**src/rtl/i2s_stream_tx.sv**
```systemverilog
// Streaming stereo I2S / left-justified / right-justified transmitter with a sample-pair FIFO.
// All logic runs on MCLK. SCLK and LRCLK are generated data outputs and never act as clocks.
module i2s_stream_tx #(
  parameter int BIT_DEPTH  = 16,
  parameter int SLOT_BITS  = 16,
  parameter int CLK_DIV    = 35,
  parameter int FIFO_DEPTH = 8
) (
  input  logic                          MCLK,
  input  logic                          reset,
  input  logic                          enable,
  input  logic [1:0]                    mode,
  input  logic                          mono,
  input  logic                          s_valid,
  output logic                          s_ready,
  input  logic [BIT_DEPTH-1:0]          s_left,
  input  logic [BIT_DEPTH-1:0]          s_right,
  output logic                          SCLK,
  output logic                          LRCLK,
  output logic                          SD,
  output logic                          underrun,
  output logic [$clog2(FIFO_DEPTH):0]   fifo_level
);

  localparam int FRAME_BITS = 2 * SLOT_BITS;
  localparam int BW         = $clog2(FRAME_BITS);
  localparam int DW         = $clog2(CLK_DIV);
  localparam int AW         = $clog2(FIFO_DEPTH);
  localparam int LW         = AW + 1;
  localparam int IW         = (BIT_DEPTH > 1) ? $clog2(BIT_DEPTH) : 1;

  logic [2*BIT_DEPTH-1:0] r_mem [FIFO_DEPTH];
  logic [AW-1:0]          r_wptr;
  logic [AW-1:0]          r_rptr;
  logic [LW-1:0]          r_level;
  logic [DW-1:0]          r_div;
  logic                   r_sclk;
  logic [BW-1:0]          r_b;
  logic                   r_lrclk;
  logic                   r_sd;
  logic                   r_under;
  logic                   r_en_d;
  logic [1:0]             r_mode;
  logic                   r_mono;
  logic [BIT_DEPTH-1:0]   r_left;
  logic [BIT_DEPTH-1:0]   r_right;

  logic                   w_ready;
  logic                   w_push;
  logic                   w_pop;
  logic                   w_div_tc;
  logic                   w_fall;
  logic                   w_wrap;
  logic                   w_first;
  logic                   w_start;
  logic [BW-1:0]          w_b_next;
  logic [1:0]             w_mode_in;
  logic [BIT_DEPTH-1:0]   w_new_left;
  logic [BIT_DEPTH-1:0]   w_new_right;
  logic [BIT_DEPTH-1:0]   w_cur_left;
  logic [BIT_DEPTH-1:0]   w_cur_right;
  logic [1:0]             w_cur_mode;
  logic                   w_cur_mono;
  logic                   w_bit_new;
  logic                   w_bit_old;
  logic                   w_sd_next;
  logic                   w_lr_next;

  // Value of frame bit b for a given sample pair and framing; padding is always zero.
  function automatic logic frame_bit(input int b,
                                     input logic [BIT_DEPTH-1:0] l,
                                     input logic [BIT_DEPTH-1:0] r,
                                     input logic [1:0] md,
                                     input logic mn);
    int                   pos;
    logic [BIT_DEPTH-1:0] smp;
    logic [IW-1:0]        idx;
    logic                 bitv;
    bitv = 1'b0;
    idx  = '0;
    if (b >= SLOT_BITS) begin
      pos = b - SLOT_BITS;
      smp = mn ? l : r;
    end else begin
      pos = b;
      smp = l;
    end
    if (md == 2'd2) begin
      if (pos >= SLOT_BITS - BIT_DEPTH) begin
        idx  = IW'(SLOT_BITS - 1 - pos);
        bitv = smp[idx];
      end
    end else if (pos < BIT_DEPTH) begin
      idx  = IW'(BIT_DEPTH - 1 - pos);
      bitv = smp[idx];
    end
    return bitv;
  endfunction

  assign w_ready   = (r_level != LW'(FIFO_DEPTH));
  assign w_push    = s_valid && w_ready;
  assign w_div_tc  = (r_div == DW'(CLK_DIV - 1));
  assign w_fall    = w_div_tc && r_sclk;
  assign w_wrap    = (r_b == BW'(FRAME_BITS - 1));
  assign w_first   = enable && !r_en_d;
  assign w_start   = enable && (w_first || (w_fall && w_wrap));
  // The pop looks at the registered level, so a push in the same cycle cannot satisfy it.
  assign w_pop     = w_start && (r_level != '0);
  assign w_b_next  = w_start ? '0 : r_b + BW'(1);
  assign w_mode_in = (mode == 2'd3) ? 2'd0 : mode;

  assign w_new_left  = w_pop ? r_mem[r_rptr][2*BIT_DEPTH-1:BIT_DEPTH] : '0;
  assign w_new_right = w_pop ? r_mem[r_rptr][BIT_DEPTH-1:0]           : '0;

  // At a frame start the next bit comes from the freshly loaded pair and mode.
  assign w_cur_left  = w_start ? w_new_left  : r_left;
  assign w_cur_right = w_start ? w_new_right : r_right;
  assign w_cur_mode  = w_start ? w_mode_in   : r_mode;
  assign w_cur_mono  = w_start ? mono        : r_mono;

  assign w_bit_new = frame_bit(int'(w_b_next), w_cur_left, w_cur_right, w_cur_mode, w_cur_mono);
  // I2S delay: the outgoing bit is the one of the current b, taken from the old frame at a wrap.
  assign w_bit_old = w_first ? 1'b0 : frame_bit(int'(r_b), r_left, r_right, r_mode, r_mono);
  assign w_sd_next = (w_cur_mode == 2'd0) ? w_bit_old : w_bit_new;
  assign w_lr_next = (w_b_next >= BW'(SLOT_BITS)) ^ (w_cur_mode != 2'd0);

  always_ff @(posedge MCLK) begin
    if (reset) begin
      r_en_d  <= 1'b0;
      r_wptr  <= '0;
      r_rptr  <= '0;
      r_level <= '0;
      r_div   <= '0;
      r_sclk  <= 1'b0;
      r_b     <= '0;
      r_lrclk <= 1'b0;
      r_sd    <= 1'b0;
      r_under <= 1'b0;
      r_mode  <= 2'd0;
      r_mono  <= 1'b0;
    end else begin
      r_en_d <= enable;
      if (w_push) r_wptr <= r_wptr + AW'(1);
      if (w_pop)  r_rptr <= r_rptr + AW'(1);
      if (w_push && !w_pop)      r_level <= r_level + LW'(1);
      else if (!w_push && w_pop) r_level <= r_level - LW'(1);

      if (!enable) begin
        r_div   <= '0;
        r_sclk  <= 1'b0;
        r_b     <= '0;
        r_lrclk <= 1'b0;
        r_sd    <= 1'b0;
      end else if (w_first) begin
        r_div   <= '0;
        r_sclk  <= 1'b0;
        r_b     <= '0;
        r_lrclk <= w_lr_next;
        r_sd    <= w_sd_next;
      end else begin
        if (w_div_tc) begin
          r_div  <= '0;
          r_sclk <= ~r_sclk;
        end else begin
          r_div  <= r_div + DW'(1);
        end
        if (w_fall) begin
          r_b     <= w_b_next;
          r_lrclk <= w_lr_next;
          r_sd    <= w_sd_next;
        end
      end

      if (w_start) begin
        r_mode <= w_mode_in;
        r_mono <= mono;
      end

      // An underrun at the enable frame start wins over the enable-edge clear.
      if (w_start && (r_level == '0)) r_under <= 1'b1;
      else if (w_first)               r_under <= 1'b0;
    end
  end

  always_ff @(posedge MCLK) begin
    if (w_push && !reset) r_mem[r_wptr] <= {s_left, s_right};
    if (w_start) begin
      r_left  <= w_new_left;
      r_right <= w_new_right;
    end
  end

  assign s_ready    = w_ready;
  assign SCLK       = r_sclk;
  assign LRCLK      = r_lrclk;
  assign SD         = r_sd;
  assign underrun   = r_under;
  assign fifo_level = r_level;

endmodule

```
**config.mk**
```make
export PLATFORM = sky130hd
export DESIGN_NAME = i2s_stream_tx
export DESIGN_NICKNAME = d
export VERILOG_FILES = /design/src/rtl/i2s_stream_tx.sv
export SDC_FILE = /design/constraint.sdc
export NUM_CORES = 1
export LEC_CHECK = 0
export CAP_MARGIN = 5
export CORE_AREA = 10 10 152 154
export DETAILED_ROUTE_END_ITERATION = 7
export DIE_AREA = 0 0 162 164
export DONT_BUFFER_PORTS = 1
export GPL_TIMING_DRIVEN = 0
export PLACE_DENSITY_LB_ADDON = 0.2
export REMOVE_ABC_BUFFERS = 1
export SETUP_SLACK_MARGIN = 0.02
export SLEW_MARGIN = 20
export SYNTH_ARGS = -nofsm -noshare
export SYNTH_HDL_FRONTEND = slang
export SYNTH_SLANG_ARGS = --single-unit
```
**constraint.sdc**
```tcl
create_clock -name MCLK -period 7.57 [get_ports MCLK]
set_input_delay 0.757 -clock MCLK [delete_from_list [all_inputs] [get_ports MCLK]]
set_output_delay 0.757 -clock MCLK [all_outputs]
set_load 0.01 [all_outputs]
```
==> results of run 1 <==
-- cells in the mapped netlist (all sizes together), types with 7 or more instances --
library cell / number
a21oi: 16
edfxtp: 256
buf: 22
o21ai: 41
nor3: 9
inv: 7
xnor2: 8
xor2: 7
nand2b: 7
nand2: 75
ha: 10
nor2b: 8
dfxtp: 64
clkbuf: 19
mux4: 71
mux2i: 38
nor2: 48
-- metrics by stage --
| stage | area [um^2] | util, % | instances |
|---|---|---|---|
| floorplan | 12600 | - | 718 |
| global placement | 12900 | 64.4 | 988 |
| detailed placement | 13300 | 66.6 | 1009 |
| CTS | 14400 | 71.9 | 1065 |
| global route | 14400 | 71.9 | 1065 |
| finish | 14400 | 71.9 | 1065 |
-- cell type report --
| class | instances | area (um^2) |
|---|---|---|
| flip-flops and latches | 320 | 8980 |
| fillers | 1257 | 5630 |
| multi-input cells | 391 | 3640 |
| clock buffers | 38 | 802 |
| repair buffers | 21 | 363 |
| well taps | 270 | 338 |
| clock inverters | 18 | 263 |
| inverters | 7 | 26.3 |
-- power groups by stage --
stage                     logic (W)  registers [W]  clock network (W)
final                      0.000650        0.00221            0.00159
after global routing       0.000714        0.00223            0.00169
after CTS                  0.000661        0.00221            0.00161
after detailed placement   0.000649        0.00224                  0
after global placement     0.000567        0.00229                  0
after floorplan            0.000464        0.00222                  0
-- path summary, 6_finish.rpt --
check / end / start / depth (start not counted)
setup / recovery: fifo_level[3] / r_b[0] / 16
setup reg to reg: fifo_level[3] / r_b[0] / 16
hold reg to reg: r_mode[0] / r_mode[0] / 2
hold / removal: fifo_level[3] / reset / 1
-- state kept, by name (all words and copies together), names as in the netlist, 2 cells and up, named ones only --
name and cells:
r_b 5, r_div 6, r_left 16, r_mode 2, r_mem 256, r_rptr 3
r_wptr 3, fifo_level 4, r_right 16
-- worst max-delay path, cell delays in order (launching register included) --
cell     delay, ns
dfxtp_1       0.95
ha_1          0.53
and3_1        0.22
ha_1          0.13
nand2_1       0.09
o41a_2        0.62
buf_16        0.26
nor2_8        0.12
inv_1         0.40
ha_1          0.40
inv_1         0.13
ha_1          0.24
a21o_1        0.17
a21oi_1       0.18
xnor2_1       0.11
or3_1         0.32
a21oi_1       0.14
-- cell families after synthesis --
group,count (synthesis)
flops,320
simple gates,172
mux,114
compound gates,79
buf+inv,48
xor+xnor,15
fa+ha+maj,11
-- metal layers --
layer  global-route usage (%)  vias to the layer above  wire (um)
met5                        0                        -          0
met4                     6.00                        0        702
met3                     4.18                       45       1610
met2                     32.3                      213      12800
met1                     24.9                     3365      10300
li1                         -                     2974          -
==> run_results.csv, run 1 <==
group,metric,value,unit
synth,synth-edff-count,256,
route,drt_iter0_drc,635,
route,wl,25.4,mm
clocking,cts_tree,"done",
route,route.detailed.drc,0,
placement,place_ws,2.52,ns
pwr,pwr-share-comb,14.6,%
timing,timing.final.crit_period,5.09,ns
synth,synth_top_flop_cell,"edfxtp_1",
floorplan,start_util,63.6,%
clocking,cts_hold_buf,0,
critical_path,crit_type,"reg2reg",
timing,slew_viol_final,0,
worst_hold_path,hp-class,"in2reg",
finish,drive_gt1_share,20.4,%
clocking,clk_latency,0.56,ns
synth,muxShareOfSynthArea,16.0,%
clocking,cts_max_path_buffers,3,
global_route,grt_pass1_wl,39.7,mm
synth,synth_largest_area_cell,"edfxtp_1",
synth,seq_area_frac_synth,70.4,%
global_route,grt_max_degree,41,
synth,synth_compound_area_share,3.75,%
synth,netlist_area,12700,um^2
route,wl_per_cell,23.8,um
synth,synth-async-reset-ratio,0,%
timing,max_slew.worst_pin.slew,1.05,ns
critical_path,start_kind,"flop",
floorplan,chipWidth,162,um
global_route,antenna_found_initial,0,
critical_path,cp.required,8.07,ns
pwr,peakVddDrop,0.218,mV
timing,hold_viol,0,
timing,setup_tns,0,ns
global_route,grt_usage,19.3,%
clocking,htree_levels,1,
finish,final_common_cell,"edfxtp_1",
timing,finalCritPeriodShare,67.2,%
pwr,p_int,0.00336,W
finish,mostFrequentLayoutCells,"edfxtp_1 (256), nand2_1 (74), mux4_2 (71)",
synth,synth_top_cell_area_share,60.3,%
clocking,cts_sinks,320,
timing,layout_setup_ws,2.48,ns
finish,area_delta_synth_final,13.1,%
pwr,switchingPower,0.00109,W
synth,ys_ff_latch,320,
route,post_drt_via_cell_ratio,6.19,
synth,synth-simple-area-share,6.15,%
finish,nets,822,
pwr,clkPwrFrac,35.8,%
pwr,switching_share,24.5,%
critical_path,cp_max_fo,32,
finish,antenna_cells,0,
timing,max_slew_margin,30.0,%
synth,synth_top_family_by_area,"multiplexers",
timing,worst_hold_slack,0.255,ns
synth,synth_area_leaders,"edfxtp_1 (60%), mux4_2 (13%), dfxtp_1 (10%)",
timing,clock.fmax,0.197,GHz
route,drt-pass1-iter-count,5,
run_status,outcome,"finished clean",
synth,synthCells,759,
floorplan,die_y,164,um
pwr,power_density,309,nW/um^2
floorplan,core_area,20000,um^2
synth,yosys.area_share.xor_xnor,1.03,%
clocking,numCtsBuffers,31,
critical_path,regToRegSetupSlack,2.48,ns
timing,rsz0062_at_grt,"no",
synth,postSynthAreaPerCell,16.8,um^2
floorplan,die_area,26600,um^2
synth,yosysWarnings,0,
global_route,first_global_vias,6881,
critical_path,cp.arrival,5.59,ns
pwr,power,0.00445,W
job,max-cap-violations,0,
timing,finalSetupViolCount,0,
floorplan,ioPinCount,48,
placement,io_buffers,0,
placement,hpwl,16.0,mm
pwr,cellLeakagePower,4.59,nW
placement,place_congestion,0.873,
critical_path,endpoint_kind,"flop",
clocking,cts.clk_slew.worst_paths,0.06,ns
synth,synthAdderAreaFrac,1.14,%
timing,fin_worst_skew,0.0102,ns
clocking,cts-resized-gates,0,
route,ant_nets,0,
clocking,root_buffer,"clkbuf_16",
global_route,gr-total-overflow,0,
floorplan,num_rows,52,
clocking,post_cts_buffers,0,
pwr,pwr-share-seq,49.6,%
route,vias,6597,
synth,synth.distinct_cells,51,
Power figures use the tool's default switching activity.
==> inputs of run 2 (changes only) <==
--- a/config.mk
+++ b/config.mk
@@ -5,10 +5,11 @@
 export SDC_FILE = /design/constraint.sdc
 export NUM_CORES = 1
 export LEC_CHECK = 0
+export ABC_AREA = 1
 export CAP_MARGIN = 5
-export CORE_AREA = 10 10 152 154
+export CORE_AREA = 10 10 165 167
 export DETAILED_ROUTE_END_ITERATION = 7
-export DIE_AREA = 0 0 162 164
+export DIE_AREA = 0 0 175 177
 export DONT_BUFFER_PORTS = 1
 export GPL_TIMING_DRIVEN = 0
 export PLACE_DENSITY_LB_ADDON = 0.2
==> constraint.sdc (replaced) <==
create_clock -name MCLK -period 4.4 [get_ports MCLK]
set_input_delay 0.44 -clock MCLK [delete_from_list [all_inputs] [get_ports MCLK]]
set_output_delay 0.44 -clock MCLK [all_outputs]
set_load 0.01 [all_outputs]
==> run 2 against run 1 <==
Routed wire length up 15%. Die area up 17%. Clock power is 70% higher. Global-route usage is 0.47 points lower.
==> run_results.csv, run 2 <==
group,metric,value,unit
worst_hold_path,hp-class,"in2reg",
route,vias,9008,
timing,max_slew_margin,44.1,%
route,drt-pass1-iter-count,5,
clocking,cts-resized-gates,0,
global_route,grt_pass1_wl,46.3,mm
critical_path,cp_max_fo,32,
synth,yosysWarnings,0,
route,ant_nets,0,
run_status,outcome,"finished clean",
route,wl,29.3,mm
synth,postSynthAreaPerCell,10.3,um^2
global_route,gr-total-overflow,0,
timing,fin_worst_skew,0.00681,ns
finish,drive_gt1_share,8.30,%
route,drt_iter0_drc,833,
route,post_drt_via_cell_ratio,5.42,
clocking,cts_tree,"done",
clocking,cts_max_path_buffers,3,
critical_path,cp.required,4.84,ns
pwr,power_density,479,nW/um^2
floorplan,start_util,55.8,%
job,max-cap-violations,0,
global_route,antenna_found_initial,1,
global_route,grt_usage,18.8,%
finish,reg_top3,"r_mem x256, r_left x16, r_right x16",
finish,stdcell_area,15300,um^2
finish,largest_reg_flops,256,
route,wl_per_cell,17.6,um
placement,hpwl,17.1,mm
timing,hold_viol,0,
synth,synth_area_leaders,"edfxtp_1 (57%), nand2_1 (15%), dfxtp_1 (9.6%)",
critical_path,cp.arrival,4.16,ns
global_route,first_global_vias,8640,
timing,clock.fmax,0.269,GHz
critical_path,slowest_stage,"dfxtp_1",
floorplan,num_rows,57,
placement,place_congestion,0.878,
finish,nets,1363,
synth,netlist_area,13400,um^2
placement,place_area,13900,um^2
clocking,clk_latency,0.55,ns
clocking,htree_levels,1,
timing,timing.final.crit_period,3.71,ns
timing,max_slew.worst_pin.slew,0.839,ns
synth,synth_top_cells_by_count,"nand2_1 (530), edfxtp_1 (256), nand3_1 (197)",
finish,final_cells,1662,
placement,io_buffers,0,
clocking,cts_sinks,320,
global_route,grt_max_degree,89,
finish,regMostFlops,"r_mem",
floorplan,die_area,31000,um^2
route,route.detailed.drc,0,
floorplan,core_area,24000,um^2
synth,synth_largest_area_cell,"edfxtp_1",
synth,synth-edff-count,256,
finish,area_delta_synth_final,14.3,%
clocking,root_buffer,"clkbuf_16",
finish,mostFrequentLayoutCells,"nand2_1 (530), edfxtp_1 (256), nand3_1 (197)",
timing,finalCritPeriodShare,84.4,%
placement,placed_cells,1571,
timing,finalSetupViolCount,0,
finish,final_common_cell,"nand2_1",
synth,synth_top_flop_cell,"edfxtp_1",
pwr,cellLeakagePower,5.76,nW
critical_path,crit_path_max_incr_delay,0.66,ns
synth,synth-async-reset-ratio,0,%
critical_path,start_kind,"flop",
critical_path,endpoint_kind,"flop",
synth,synthCells,1294,
synth,synth.distinct_cells,37,
timing,slew_viol_final,0,
floorplan,chipWidth,175,um
critical_path,cp_cell_sequence,"ha_1 -> nand2_1 -> nor2_1 -> ha_1 -> nand2_1 -> nand2_1 -> nand3_4 -> ha_1 -> inv_1 -> ha_1 -> and3_1 -> a211oi_1 -> nor2_1 -> nor2_1 -> nand2_1 -> o21ai_0 -> a21oi_1",
floorplan,die_y,177,um
synth,seq_area_frac_synth,67.1,%
synth,synth_top_cell_area_share,57.5,%
synth,synth.most_common_cell,"nand2_1",
pwr,peakVddDrop,0.324,mV
floorplan,ioPinCount,48,
critical_path,crit_type,"reg2reg",
clocking,cts.clk_slew.worst_paths,0.06,ns
synth,ys_ff_latch,320,
clocking,numCtsBuffers,31,
timing,rsz0062_at_grt,"no",
==> run 2: logic make-up after synthesis <==
logic type               Yosys count  synth area share [%]
AND/OR/NAND/NOR                  779                  24.4
AO/OA/AOI/OAI                     71                  3.51
buffers and inverters            108                  3.64
adder cells (fa/ha/maj)           11                  1.09
XOR/XNOR                           5                 0.328
flip-flops                       320                  67.1
==> run 2: cell type report <==
type                    count  area, um^2
inverters                  47         184
multi-input cells         866        3980
repair buffers             47         681
flip-flops and latches    320        8980
well taps                 324         405
clock buffers              34         787
fillers                  1885        8690
clock inverters            23         258
diodes                      1        2.50
==> run 2: layer usage <==
metal	track usage [%]	vias to the layer above	part of all wire [%]
met2	30.7	254	47
li1	-	4428	-
met4	5.44	0	1.8
met5	0	-	0
met3	2.86	39	6.6
met1	25.8	4287	44
==> run 2: final timing paths <==
path / end / start / cells after the start / slack [ns]
setup / recovery: fifo_level[3] / r_b[0] / 17 / 0.69
hold / removal: fifo_level[2] / reset / 3 / 0.05
setup reg to reg: fifo_level[3] / r_b[0] / 17 / 0.69
hold reg to reg: flop / r_rptr[2] / 2 / 0.46
==> run 2: power by group <==
part	total, W	switching, W	internal [W]
sequential	0.00364	0.000144	0.00350
clock	0.00271	0.00108	0.00163
combinational	0.000968	0.000625	0.000343
total	0.00731	0.00185	0.00547
==> run 2: metrics by stage <==
step	utilization (%)	worst slack, ns	hold WS, ns	power, W	setup TNS [ns]
2_1_floorplan	-	-0.647	0.433	0.00435	-3.89
3_3_place_gp	56.2	-4.09	0.448	0.00458	-115.19
3_5_place_dp	58.0	0.707	0.455	0.00462	0
4_1_cts	63.7	0.706	0.0274	0.00735	0
5_1_grt	63.7	0.318	0.0385	0.00765	0
6_report	63.7	0.686	0.0450	0.00731	0
==> run 2: timing repair <==
item                                   CTS  global route
endpoints found under the hold margin  263             0
hold buffers                            33             0
setup endpoints to repair                0             0
setup buffers                            0             0
==> run 2: critical path, delay by kind of cell, from the launching register on <==
family / cells / cell delay [ns]
simple gates: 9 / 1.29
compound gates: 3 / 0.44
fa+ha+maj: 4 / 1.11
buf+inv: 1 / 0.11
flops: 1 / 0.66
